[config.mk]
export PLATFORM = sky130hd
export DESIGN_NAME = mem_arbiter
export DESIGN_NICKNAME = d
export VERILOG_FILES = /design/src/rtl/mem_arb_pkg.sv /design/src/rtl/mem_arb_pick.sv /design/src/rtl/mem_arbiter.sv
export SDC_FILE = /design/constraint.sdc
export NUM_CORES = 1
export LEC_CHECK = 0
export ABC_AREA = 1
export ABC_CLOCK_PERIOD_IN_PS = 1500
export BUFFER_PORTS_ARGS = -buffer_cell sky130_fd_sc_hd__buf_2
export CAP_MARGIN = 10
export CELL_PAD_IN_SITES_DETAIL_PLACEMENT = 1
export CELL_PAD_IN_SITES_GLOBAL_PLACEMENT = 2
export CORE_AREA = 4 4 637 639
export CTS_CLUSTER_DIAMETER = 40
export DETAILED_ROUTE_END_ITERATION = 10
export DIE_AREA = 0 0 641 643
export PLACE_DENSITY = 0.43
export SYNTH_ARGS = -nofsm -noshare
export SYNTH_HDL_FRONTEND = slang
export SYNTH_SLANG_ARGS = --single-unit
[constraint.sdc]
create_clock -name clk_i -period 1.5 [get_ports clk_i]
set_input_delay 0.225 -clock clk_i [delete_from_list [all_inputs] [get_ports clk_i]]
set_output_delay 0.225 -clock clk_i [all_outputs]
set_load 0.005 [all_outputs]
[src/rtl/mem_arb_pkg.sv]
// mem_arb_pkg: state encoding and default widths for the dcache/icache memory arbiter.
package mem_arb_pkg;
  localparam int ADDR_W_DEF = 32;
  localparam int LINE_W_DEF = 256;
  typedef enum logic [1:0] {
    STATE_IDLE   = 2'd0,
    STATE_GRANT0 = 2'd1,
    STATE_GRANT1 = 2'd2,
    STATE_GAP    = 2'd3
  } state_e;
endpackage

[src/rtl/mem_arb_pick.sv]
// mem_arb_pick: two-way grant picker; fixed priority to port 0, round-robin when MEM_ARB_RR_EN is defined.
module mem_arb_pick (
  input  logic [1:0] req,
  input  logic       last,
  output logic       gnt
);
`ifdef MEM_ARB_RR_EN
  assign gnt = (req[0] & req[1]) ? ~last : req[1];
`else
  // with no request the result is unused; it echoes the pointer
  assign gnt = req[0] ? 1'b0 : (req[1] | last);
`endif
endmodule

[src/rtl/mem_arbiter.sv]
// mem_arbiter: shares one line-wide memory port between dcache (port 0) and icache (port 1).
// Grant held until mem ack, then a one-cycle gap; MEM_ARB_RR_EN selects round-robin arbitration.
module mem_arbiter
  import mem_arb_pkg::*;
#(
  parameter int ADDR_W = ADDR_W_DEF,
  parameter int LINE_W = LINE_W_DEF
) (
  input  logic              clk_i,
  input  logic              rst_i,
  input  logic              c0_enable_i,
  input  logic              c0_write_i,
  input  logic [ADDR_W-1:0] c0_addr_i,
  input  logic [LINE_W-1:0] c0_data_i,
  output logic [LINE_W-1:0] c0_data_o,
  output logic              c0_ack_o,
  input  logic              c1_enable_i,
  input  logic              c1_write_i,
  input  logic [ADDR_W-1:0] c1_addr_i,
  input  logic [LINE_W-1:0] c1_data_i,
  output logic [LINE_W-1:0] c1_data_o,
  output logic              c1_ack_o,
  output logic              mem_enable_o,
  output logic              mem_write_o,
  output logic [ADDR_W-1:0] mem_addr_o,
  output logic [LINE_W-1:0] mem_data_o,
  input  logic [LINE_W-1:0] mem_data_i,
  input  logic              mem_ack_i,
  output logic              busy_o
);
  state_e state;
  logic   last;
  logic   pick;
  mem_arb_pick u_pick (
    .req ({c1_enable_i, c0_enable_i}),
    .last(last),
    .gnt (pick)
  );
  always_ff @(posedge clk_i) begin
    if (rst_i) begin
      state        <= STATE_IDLE;
      last         <= 1'b1;
      mem_enable_o <= 1'b0;
      mem_write_o  <= 1'b0;
      mem_addr_o   <= '0;
      mem_data_o   <= '0;
    end else begin
      case (state)
        STATE_IDLE: if (c0_enable_i | c1_enable_i) begin
          state        <= pick ? STATE_GRANT1 : STATE_GRANT0;
          mem_enable_o <= 1'b1;
          mem_write_o  <= pick ? c1_write_i : c0_write_i;
          mem_addr_o   <= pick ? c1_addr_i : c0_addr_i;
          mem_data_o   <= pick ? c1_data_i : c0_data_i;
        end
        STATE_GRANT0, STATE_GRANT1: if (mem_ack_i) begin
          state        <= STATE_GAP;
          mem_enable_o <= 1'b0;
          mem_write_o  <= 1'b0;
          last         <= (state == STATE_GRANT1);
        end
        STATE_GAP: state <= STATE_IDLE;
        default: state <= STATE_IDLE;
      endcase
    end
  end
  assign c0_ack_o  = (state == STATE_GRANT0) & mem_ack_i;
  assign c1_ack_o  = (state == STATE_GRANT1) & mem_ack_i;
  assign c0_data_o = c0_ack_o ? mem_data_i : '0;
  assign c1_data_o = c1_ack_o ? mem_data_i : '0;
  assign busy_o    = (state != STATE_IDLE);
endmodule

---- Yosys cells after proc, flatten, opt, wreduce, memory -nomap -nowiden ----
Index checks and enable logic that the tools add are counted.
word-level totals
  register bits ........................... 293
  input bits .............................. 839
  output and inout port bits .............. 805
cells by class
  eq/ne operators ......................... 5
  multiplexer cells ....................... 15
  bitwise logic cells ..................... 4
  reductions and logical operators ........ 8
operators with widths
  kind                                                                   number
  256-bit two-way mux                                                    3
  32-bit two-way mux                                                     1
  2-bit two-way mux                                                      3
  2-bit case mux with 3 select lines                                     1
  2-bit AND reduction                                                    3
  1-bit two-way mux                                                      5
  2-bit equality test, second input constant                             2
  2-bit inequality test, second input constant                           2
  1-bit case mux with 2 select lines                                     2
  2-bit nonzero test                                                     2
  3-bit AND reduction                                                    1
  1-bit bitwise AND                                                      2
  2-bit by 1-bit equality test with 1-bit output, second input constant  1
  2-bit logical NOT                                                      1
  1-bit bitwise OR                                                       2
  2-bit OR reduction                                                     1

---- Logic depth before layout (Yosys ltp) ----
Gate-level depths: netlist (run 1).
  depth after elaboration ................. 5
  gate-level depth with buffers ........... 10

---- Cells and area by module ----
From an unflattened synthesis (run 1), not the netlist that was laid out.
unflattened totals
  cells, all modules ...................... 3052
  area total of the unflattened synthesis .. 17017.6 µm²
by module, submodules not included
  module        times used  cells each  area an instance (µm²)  sequential area each (µm²)
  mem_arbiter   1           3050        17010.1                 5865.6
  mem_arb_pick  1           2           7.5                     0.0

---- Least setup slack after synthesis (run 1) ----
OpenSTA, ideal clock, no wires.
  kind .................................... register to register
  from .................................... register state[0]
  to ...................................... register mem_addr_o[0]
  arrival time ............................ 1.386 ns
  setup slack ............................. 0.005 ns
  cell stages (with the launch flop) ...... 10
  path buffers ............................ 2
  clock period less this slack ............ 1.495 ns
  cell sequence ........................... dfxtp_1 -> inv_1 -> ha_1 -> inv_2 -> nor2_4 -> buf_2 -> buf_2 -> nand3_1 -> nand2_1 -> inv_1
on the way
  cells in the longest elaborated chain, start to end .. 2
RTL lines
  item                                  RTL line           source
  start, declared                       mem_arbiter.sv:31  state_e state;
  start signal, assigned                mem_arbiter.sv:50  state <= pick ? STATE_GRANT1 : STATE_GRANT0;
  2-bit logical NOT                     mem_arbiter.sv:48  case (state)
  2-bit AND reduction (no source line)  --
  end signal, assigned                  mem_arbiter.sv:53  mem_addr_o <= pick ? c1_addr_i : c0_addr_i;
  end, declared                         mem_arbiter.sv:25  output logic [ADDR_W-1:0] mem_addr_o,
No other way between the ends.
A chain may end at the register's enable or synchronous reset.

---- Worst setup path after layout (run 1) ----
  from .................................... register state[0]
  to ...................................... output c1_data_o[84]
on the way
  cells in the longest elaborated chain, start to end .. 3
RTL lines
  item                 RTL line           source
  2-bit equality test  mem_arbiter.sv:68  assign c1_ack_o = (state == STATE_GRANT1) & mem_ack_i;
  1-bit bitwise AND    mem_arbiter.sv:68
  256-bit two-way mux  mem_arbiter.sv:70  assign c1_data_o = c1_ack_o ? mem_data_i : '0;
  end, declared        mem_arbiter.sv:21  output logic [LINE_W-1:0] c1_data_o,
No other way between the ends.

==> reports/results.txt, run 1 <==
Status - finished, violations left
Violated checks - negative setup slack
Final WL - 281 mm
Gr usage total - 0.130
CTS tree - built
Power Total - 69.6 mW
CTS HTree Levels - 3
Most common cell after layout, fill and taps aside - buf_2
Port bufs - 1643
Final Skew - 0.0694 ns
Tcrit/Tclk final - 1.73
Num ports - 1644
Synth unique cells - 17
Hold WC Path Type - input port to flop
Final critical-path required period - 2.59 ns
Ys Warns - 0
Syn-to-layout area delta - 156%
Critical Path Start Type - flop
Clock buffer depth - 4
Share of layout cells above drive strength 1 - 0.392
Slew Limit Fails - 0
GPL Wtd Cong - 0.878
First-pass GRT wire length - 349 mm
Core area - 399000 sq um
Syn Area/Cell - 5.43 sq um
Row count - 232
GRT met1 Usage - 0.149
Num Clock Sinks - 293
Largest area contributor in the netlist - dfxtp_1
Layout Cells excl Fill - 11100
Final WS setup - -1.09 ns
Peak supply drop - 0.758 mV
TritonRoute pass-1 iters - 5
Root buf cell - clkbuf_16
Leakage Power - 24.8 nW
RSZ-0062 raised after global routing - yes
Placed Cells - 10300
Total CTS buffers - 96
Syn Std Cell Area - 18200 sq um
Flops & latches, synth - 293
Setup Viol. Count Final - 983
Initial drt markers - 1437
Clock Latency Late Sink - 0.78 ns
CP Class - flop to output pin
Pre-CTS WS - -0.544 ns
Worst Hold Path Cells - 6
Most frequent cells in the layout - buf_2 (1557), nor2_1 (900), nand2_1 (879)
Placed Instance Area - 34600 sq um
Critical Path End Type - output pin
DP HPWL - 247 mm
R2r startpoint - state[0]$_SDFFE_PP0P_
Grt peak-use layer - met2
Cells after synthesis - 3347
Die height - 643 um
Least-Margin Pin Slew - 0.576 ns
Reg2reg setup slack - -0.58 ns
Power density over cell area - 1500 nW/um^2
Largest net degree at the start of global routing - 52
Total grt overflow - 0
DRC violations left - 0
Fillers - 48600
Met2 Use GR - 0.227
Die area - 412000 sq um
CP Cell Sequence - inv_2 > buf_6 > ha_4 > nand2_8 > buf_12 > buf_16 > buf_12 > nor2_4 > buf_12
Routed Antenna Nets - 0
Via-per-instance ratio - 2.79
Max Cap Viol - 0
Final hold vios - 0
Reg2reg end - mem_data_o[92]$_SDFFE_PP0P_
Worst Path Required - 1.27 ns
Largest cells by area after synthesis - dfxtp_1 (32%), nor2_1 (23%), nand2_1 (18%), inv_1 (11%), nand3_1 (8.1%)
Sequential element share of the synthesized area - 0.323
Nets - 6585
Clock-pin slew on the worst setup and hold paths - 0.05 ns
Fmax - 0.386 GHz
Relative slew slack - 0.616
Syn nets - 4191
Fin area - 46500 sq um
Routing usage on met3 - 0.0462
Share of the synthesized area in the top cell type - 0.323
R2R depth - 11
Initial antenna violation count - 163
WP data arrival - 2.36 ns
Initial Util - 0.0455
Hold path start - c1_data_i[2]
Routed vias - 31100
Worst Path Max Fanout - 7
Vias in the first global route - 33100
Worst path slowest cell - dfxtp_2
Hold EP - mem_data_o[2]$_SDFFE_PP0P_
Horiz. Die Dim - 641 um
Most used cell, CP - buf_12
Worst path max stage delay - 0.31 ns
Fin util - 0.116
Wire per inst - 25.3 um
[metrics by stage]
step	setup TNS, ns	hold WS (ns)
6_report	-613.25	0.293
5_1_grt	-761.14	0.244
4_1_cts	-714.60	0.167
3_5_place_dp	-235.22	0.521
3_3_place_gp	-237.84	0.513
2_1_floorplan	0	0.416
[area by class of cell]
type                       instances  area (sq um)  area share
antenna                           65           163     0.00350
clock buffer                     128          2660      0.0573
clock inverter                    38           498      0.0107
inverter                         558          2100      0.0452
multi-input combinational       2280         10100       0.217
sequential                       293          5870       0.126
tap                             5265          6590       0.142
timing repair buffer            2512         18500       0.398
[metal layers]
| layer | part of all wire | up-vias | wire (um) |
|---|---|---|---|
| li1 | - | 14600 | - |
| met1 | 0.40 | 14800 | 112000 |
| met2 | 0.49 | 1291 | 138000 |
| met3 | 0.084 | 405 | 23600 |
| met4 | 0.026 | 38 | 7290 |
| met5 | 0.00094 | - | 265 |
[where the power goes]
part	switching, mW	internal, mW
Clock	6.23	14.1
Sequential	1.92	10.9
Combinational	23.3	13.2
Total	31.5	38.1
[worst max-delay path by stage]
| stage | from | slack (ns) | to | depth (start not counted) |
|---|---|---|---|---|
| floorplan | state[0]$_SDFFE_PP0P_ | 0.005 | mem_addr_o[0]$_SDFFE_PP0P_ | 9 |
| global placement | state[1]$_SDFFE_PP0P_ | -0.55 | c0_data_o[147] | 8 |
| detailed placement | state[1]$_SDFFE_PP0P_ | -0.54 | c0_data_o[147] | 8 |
| CTS | state[1]$_SDFFE_PP0P_ | -1.18 | c0_data_o[62] | 9 |
| global route | state[1]$_SDFFE_PP0P_ | -1.20 | c0_data_o[159] | 9 |
| finish | state[0]$_SDFFE_PP0P_ | -1.09 | c1_data_o[84] | 9 |
[cells by family after synthesis]
group	synth area share
fa+ha+maj	0.00344
flops	0.323
compound gates	0.00213
buf+inv	0.183
simple gates	0.489
[repair_timing]
item / in CTS / in global routing
buffers inserted: 16 / 4
hold endpoints to repair: 292 / 0
resized for setup: 277 / 247
endpoints found under the setup margin: 1087 / 1088
cloned: 13 / 15
hold buffers: 582 / 0
pin swaps: 8 / 9
[state kept, by name (all words and copies together), names as in the netlist]
name,cells
mem_write_o,1
mem_enable_o,1
state,2
mem_data_o,256
last,1
mem_addr_o,32
[synth_stat cells]
master and instances:
o21ai_2 1, a21oi_1 6, nor3_1 1, nor2_1 1090, buf_6 23, buf_4 26, inv_1 556, inv_2 2
dfxtp_1 293, nor2_4 1, buf_2 116, clkbuf_1 38, buf_1 13, nand3_1 294, ha_1 5, nor2_2 1
nand2_1 881
[worst max-delay path: cells and delay by family (launching register included)]
family,cells,cell delay (ns)
buf+inv,6,0.83
flops,1,0.31
simple gates,2,0.24
fa+ha+maj,1,0.15
No activity file was read; power rests on OpenSTA's default activity.
==> run 2: changes to the inputs <==
--- a/config.mk
+++ b/config.mk
@@ -16,6 +16,7 @@
 export DETAILED_ROUTE_END_ITERATION = 10
 export DIE_AREA = 0 0 641 643
 export PLACE_DENSITY = 0.43
+export RECOVER_POWER = 100
 export SYNTH_ARGS = -nofsm -noshare
 export SYNTH_HDL_FRONTEND = slang
 export SYNTH_SLANG_ARGS = --single-unit
==> reports/results.txt, run 2 (synthesized netlist as in run 1, its figures left out) <==
Final WS setup - -1.09 ns (about the same)
Violated checks - negative setup slack (unchanged)
Critical Path End Type - output pin (unchanged)
Relative slew slack - 0.616 (unchanged)
Routed vias - 31100 (about the same)
Leading registers by flop count - mem_data_o (256), mem_addr_o (32), state (2) (unchanged)
Routed Antenna Nets - 0 (unchanged)
Initial drt markers - 1436 (was 1437)
TritonRoute pass-1 iters - 5 (unchanged)
Initial antenna violation count - 163 (unchanged)
Fmax - 0.386 GHz (about the same)
Clock-pin slew on the worst setup and hold paths - 0.05 ns (about the same)
Nets - 6585 (unchanged)
Critical Path Start Type - flop (unchanged)
Final WL - 281 mm (about the same)
Initial Util - 0.0455 (unchanged)
Root buf cell - clkbuf_16 (unchanged)
Total grt overflow - 0 (unchanged)
DP HPWL - 247 mm (unchanged)
Least-Margin Pin Slew - 0.576 ns (about the same)
Most frequent cells in the layout - buf_2 (1554), nor2_1 (900), nand2_1 (879) (was buf_2 (1557), nor2_1 (900), nand2_1 (879))
Status - finished, violations left (unchanged)
Total CTS buffers - 96 (unchanged)
Pre-CTS WS - -0.544 ns (unchanged)
Setup Viol. Count Final - 984 (was 983)
Share of layout cells above drive strength 1 - 0.392 (about the same)
First-pass GRT wire length - 349 mm (unchanged)
Worst Path Max Fanout - 7 (unchanged)
Syn-to-layout area delta - 156% (about the same)
Clock Latency Late Sink - 0.78 ns (about the same)
Clock buffer depth - 4 (unchanged)
Via-per-instance ratio - 2.79 (about the same)
Max Cap Viol - 0 (unchanged)
Horiz. Die Dim - 641 um (unchanged)
GPL Wtd Cong - 0.878 (unchanged)
Tcrit/Tclk final - 1.73 (about the same)
DRC violations left - 0 (unchanged)
Peak supply drop - 0.757 mV (was 0.758 mV)
Num ports - 1644 (unchanged)
Die area - 412000 sq um (unchanged)
Core area - 399000 sq um (unchanged)
Power density over cell area - 1500 nW/um^2 (about the same)
Vias in the first global route - 33100 (unchanged)
Final critical-path required period - 2.59 ns (about the same)
Slew Limit Fails - 0 (unchanged)
CTS tree - built (unchanged)
Hold WC Path Type - input port to flop (unchanged)
CTS HTree Levels - 3 (unchanged)
Largest register FFs - 256 (unchanged)
Port bufs - 1643 (unchanged)
Final hold vios - 0 (unchanged)
Largest net degree at the start of global routing - 52 (unchanged)
WP data arrival - 2.36 ns (about the same)
Most common cell after layout, fill and taps aside - buf_2 (unchanged)
RSZ-0062 raised after global routing - yes (unchanged)
CP Class - flop to output pin (unchanged)
Worst Path Required - 1.27 ns (about the same)
Final Skew - 0.0692 ns (was 0.0694 ns)
Gr usage total - 0.130 (unchanged)
Fin util - 0.116 (about the same)
Biggest register - mem_data_o (unchanged)
Row count - 232 (unchanged)
Die height - 643 um (unchanged)
Leakage Power - 24.7 nW (was 24.8 nW)
Wire per inst - 25.3 um (about the same)
Num Clock Sinks - 293 (unchanged)
==> run 2: final timing paths <==
check	endpoint	startpoint	cells past startpoint	slack (ns)
min reg2reg	mem_addr_o[24]$_SDFFE_PP0P_	mem_addr_o[24]$_SDFFE_PP0P_	4	0.56
max	c1_data_o[84]	state[0]$_SDFFE_PP0P_	9	-1.09
max reg2reg	mem_data_o[92]$_SDFFE_PP0P_	state[0]$_SDFFE_PP0P_	11	-0.58
min	mem_data_o[2]$_SDFFE_PP0P_	c1_data_i[2]	6	0.29
==> run 2: layout make-up <==
class	instances	area (sq um)
Inverter	558	2100
Sequential cell	293	5870
Tap cell	5265	6590
Clock inverter	38	498
Clock buffer	128	2660
Timing Repair Buffer	2512	18500
Antenna cell	65	163
Fill cell	48600	353000
Multi-Input combinational cell	2280	10100
==> run 2: per-stage QoR <==
step	std cells	hold WS (ns)	power [mW]	setup TNS [ns]	instance area, sq um
after floorplan	3347	0.416	24.4	0	18200
after global placement	10300	0.513	46.7	-237.84	34600
after detailed placement	10300	0.521	46.9	-235.22	34600
after CTS	11100	0.167	71.3	-714.60	45000
after global routing	11100	0.244	75.3	-761.14	46400
final	11100	0.293	69.6	-613.34	46500
==> run 2: routing by layer <==
layer  vias to the layer above  part of all wire  GRT usage
met5                         -           0.00094          0
met4                        38             0.026     0.0324
met3                       405             0.084     0.0462
met2                      1293              0.49      0.227
met1                     14800              0.40      0.149
li1                      14600                 -          -
==> run 2: repair_timing <==
action                                 in CTS  in global routing
gates resized for setup                   277                247
pin swaps                                   8                  9
setup buffers                              16                  4
gates cloned                               13                 15
hold buffers                              582                  0
endpoints found under the hold margin     292                  0
setup endpoints to repair                1087               1088
==> run 2: where the power goes <==
part / internal [mW] / switching (mW)
clock: 14.1 / 6.23
combinational: 13.1 / 23.3
sequential: 10.9 / 1.93
total: 38.1 / 31.5
==> run 2: critical path, stage by stage, from the launching register on <==
cell	delay [ns]
dfxtp_2	0.31
inv_2	0.06
buf_6	0.10
ha_4	0.15
nand2_8	0.11
buf_12	0.19
buf_16	0.16
buf_12	0.16
nor2_4	0.13
buf_12	0.16
==> run 3: changes to the inputs <==
--- a/config.mk
+++ b/config.mk
@@ -6,15 +6,15 @@
 export NUM_CORES = 1
 export LEC_CHECK = 0
 export ABC_AREA = 1
-export ABC_CLOCK_PERIOD_IN_PS = 1500
+export ABC_CLOCK_PERIOD_IN_PS = 2500
 export BUFFER_PORTS_ARGS = -buffer_cell sky130_fd_sc_hd__buf_2
-export CAP_MARGIN = 10
+export CAP_MARGIN = 25
 export CELL_PAD_IN_SITES_DETAIL_PLACEMENT = 1
 export CELL_PAD_IN_SITES_GLOBAL_PLACEMENT = 2
-export CORE_AREA = 4 4 637 639
+export CORE_AREA = 4 4 633 635
 export CTS_CLUSTER_DIAMETER = 40
 export DETAILED_ROUTE_END_ITERATION = 10
-export DIE_AREA = 0 0 641 643
+export DIE_AREA = 0 0 637 639
 export PLACE_DENSITY = 0.43
 export RECOVER_POWER = 100
 export SYNTH_ARGS = -nofsm -noshare
==> constraint.sdc (replaced) <==
create_clock -name clk_i -period 2.5 [get_ports clk_i]
set_input_delay 0.375 -clock clk_i [delete_from_list [all_inputs] [get_ports clk_i]]
set_output_delay 0.375 -clock clk_i [all_outputs]
set_load 0.005 [all_outputs]
==> reports/results.txt, run 3 (synthesized netlist as in run 1, its figures left out) <==
Final WS setup - -0.150 ns (was -1.09 ns)
CTS HTree Levels - 3 (unchanged)
CTS tree - built (unchanged)
Share of layout cells above drive strength 1 - 0.347 (was 0.392)
Port bufs - 1643 (unchanged)
Slew Limit Fails - 0 (unchanged)
Clock Power Share - 0.321 (was 0.292)
Pre-CTS WS - 0.136 ns (was -0.544 ns)
Largest register FFs - 256 (unchanged)
Worst Path Required - 2.12 ns (was 1.27 ns)
Tcrit/Tclk final - 1.06
Final Skew - 0.0459 ns (was 0.0692 ns)
Clock Latency Late Sink - 0.76 ns (was 0.78 ns)
Horiz. Die Dim - 637 um (was 641 um)
Num ports - 1644 (unchanged)
Syn-to-layout area delta - 147% (was 156%)
Met2 Use GR - 0.221 (was 0.227)
First-pass GRT wire length - 346 mm (was 349 mm)
WP data arrival - 2.27 ns (was 2.36 ns)
Leading registers by flop count - mem_data_o (256), mem_addr_o (32), state (2) (unchanged)
Biggest register - mem_data_o (unchanged)
DP HPWL - 243 mm (was 247 mm)
Die area - 407000 sq um (was 412000 sq um)
Fmax - 0.377 GHz
Most common cell after layout, fill and taps aside - buf_2 (unchanged)
DRC violations left - 0 (unchanged)
Routing usage on met3 - 0.0501 (was 0.0462)
Core area - 395000 sq um (was 399000 sq um)
GRT met1 Usage - 0.148 (was 0.149)
TritonRoute pass-1 iters - 5 (unchanged)
Setup Viol. Count Final - 318 (was 984)
RSZ-0062 raised after global routing - yes (unchanged)
Clock buffer depth - 4 (unchanged)
Row count - 231 (was 232)
Via-per-instance ratio - 2.80 (was 2.79)
Violated checks - negative setup slack (unchanged)
Nets - 6455 (was 6585)
Least-Margin Pin Slew - 1.16 ns (was 0.576 ns)
Most frequent cells in the layout - buf_2 (1284), nand2_1 (879), nor2_1 (868) (was buf_2 (1554), nor2_1 (900), nand2_1 (879))
Initial drt markers - 1505 (was 1436)
Vias in the first global route - 32500 (was 33100)
Final WL - 277 mm (was 281 mm)
Total CTS buffers - 106 (was 96)
Hold WC Path Type - input port to flop (unchanged)
Peak supply drop - 0.543 mV (was 0.757 mV)
Initial Util - 0.0460 (was 0.0455)
Gr usage total - 0.129 (was 0.130)
Multi-input logic area - 10200 sq um (was 10100 sq um)
Critical Path Start Type - flop (unchanged)
Routed vias - 30800 (was 31100)
Status - finished, violations left (unchanged)
Sequential share of power - 0.186 (was 0.184)
Internal power - 22.6 mW (was 38.1 mW)
Power density over cell area - 924 nW/um^2 (was 1500 nW/um^2)
Fillers - 48200 (was 48600)
Root buf cell - clkbuf_16 (unchanged)
Fin util - 0.113 (was 0.116)
Total grt overflow - 0 (unchanged)
Final hold vios - 0 (unchanged)
Final critical-path required period - 2.65 ns
CP Class - flop to output pin (unchanged)
GPL Wtd Cong - 0.921 (was 0.878)
Reg area - 5870 sq um (about the same)
Clock-pin slew on the worst setup and hold paths - 0.04 ns (was 0.05 ns)
Grt peak-use layer - met2 (unchanged)
Critical Path End Type - output pin (unchanged)
Leakage Power - 23.0 nW (was 24.7 nW)
Initial antenna violation count - 160 (was 163)
Num Clock Sinks - 293 (unchanged)
Gate power share - 0.492 (was 0.524)
Sw Ratio - 0.455 (was 0.452)
Largest net degree at the start of global routing - 78 (was 52)
Switching pwr - 18.8 mW (was 31.5 mW)
Worst Path Max Fanout - 9 (was 7)
Relative slew slack - 0.230 (was 0.616)
Die height - 639 um (was 643 um)
Max Cap Viol - 0 (unchanged)
Wire per inst - 25.2 um (was 25.3 um)
Routed Antenna Nets - 0 (unchanged)
[run 3: layout make-up]
type                    count  share of cell area
diodes                     65             0.00363
clock buffers             146              0.0681
clock inverters            43              0.0114
inverters                 558              0.0470
multi-input cells        2280               0.228
flip-flops and latches    293               0.131
well taps                5242               0.146
repair buffers           2372               0.364
[run 3: through the flow]
stage / instances / hold slack, ns / instance area, sq um / TNS, ns / total power, mW
after floorplan: 3347 / 0.461 / 18200 / 0 / 14.6
after global placement: 10200 / 0.471 / 33300 / 0 / 26.6
after detailed placement: 10200 / 0.486 / 33300 / 0 / 26.7
after CTS: 10900 / 0.0000419 / 44000 / -70.35 / 43.0
after global routing: 11000 / 0.0521 / 44700 / -83.76 / 44.7
final: 11000 / 0.0684 / 44800 / -16.91 / 41.4
[run 3: metal layers]
metal,vias up,wire length [um]
met5,-,254
li1,14300,-
met1,14800,110000
met3,397,24500
met4,36,10300
met2,1309,132000
[run 3: worst paths after layout]
kind / startpoint / endpoint / slack (ns) / cells past startpoint
min: c1_data_i[119] / mem_data_o[119]$_SDFFE_PP0P_ / 0.07 / 5
min reg2reg: mem_write_o$_SDFFE_PP0P_ / mem_write_o$_SDFFE_PP0P_ / 0.49 / 2
max reg2reg: state[0]$_SDFFE_PP0P_ / mem_addr_o[1]$_SDFFE_PP0P_ / -0.07 / 11
max: state[1]$_SDFFE_PP0P_ / c0_data_o[54] / -0.15 / 8
[run 3: repair_timing]
| action | in CTS | in global routing |
|---|---|---|
| pin swaps | 10 | 6 |
| hold buffers | 524 | 0 |
| endpoints found under the hold margin | 270 | 0 |
| gates cloned | 11 | 15 |
| resized for setup | 370 | 204 |
| setup endpoints to repair | 514 | 537 |
| buffers inserted | 19 | 10 |
[run 3: power by group through the flow]
stage | Clock [mW] | Sequential [mW] | Combinational, mW
6_report | 13.3 | 7.72 | 20.4
4_1_cts | 13.8 | 7.72 | 21.4
5_1_grt | 14.0 | 7.96 | 22.7
3_3_place_gp | 0 | 7.71 | 18.9
2_1_floorplan | 0 | 7.60 | 7.04
3_5_place_dp | 0 | 7.74 | 18.9
[run 3: critical path, stage by stage, from the launching register on]
cell     delay, ns
dfxtp_4       0.36
inv_4         0.06
ha_4          0.15
nand2_8       0.14
buf_16        0.26
buf_12        0.14
buf_16        0.13
nor2_1        0.07
buf_2         0.14
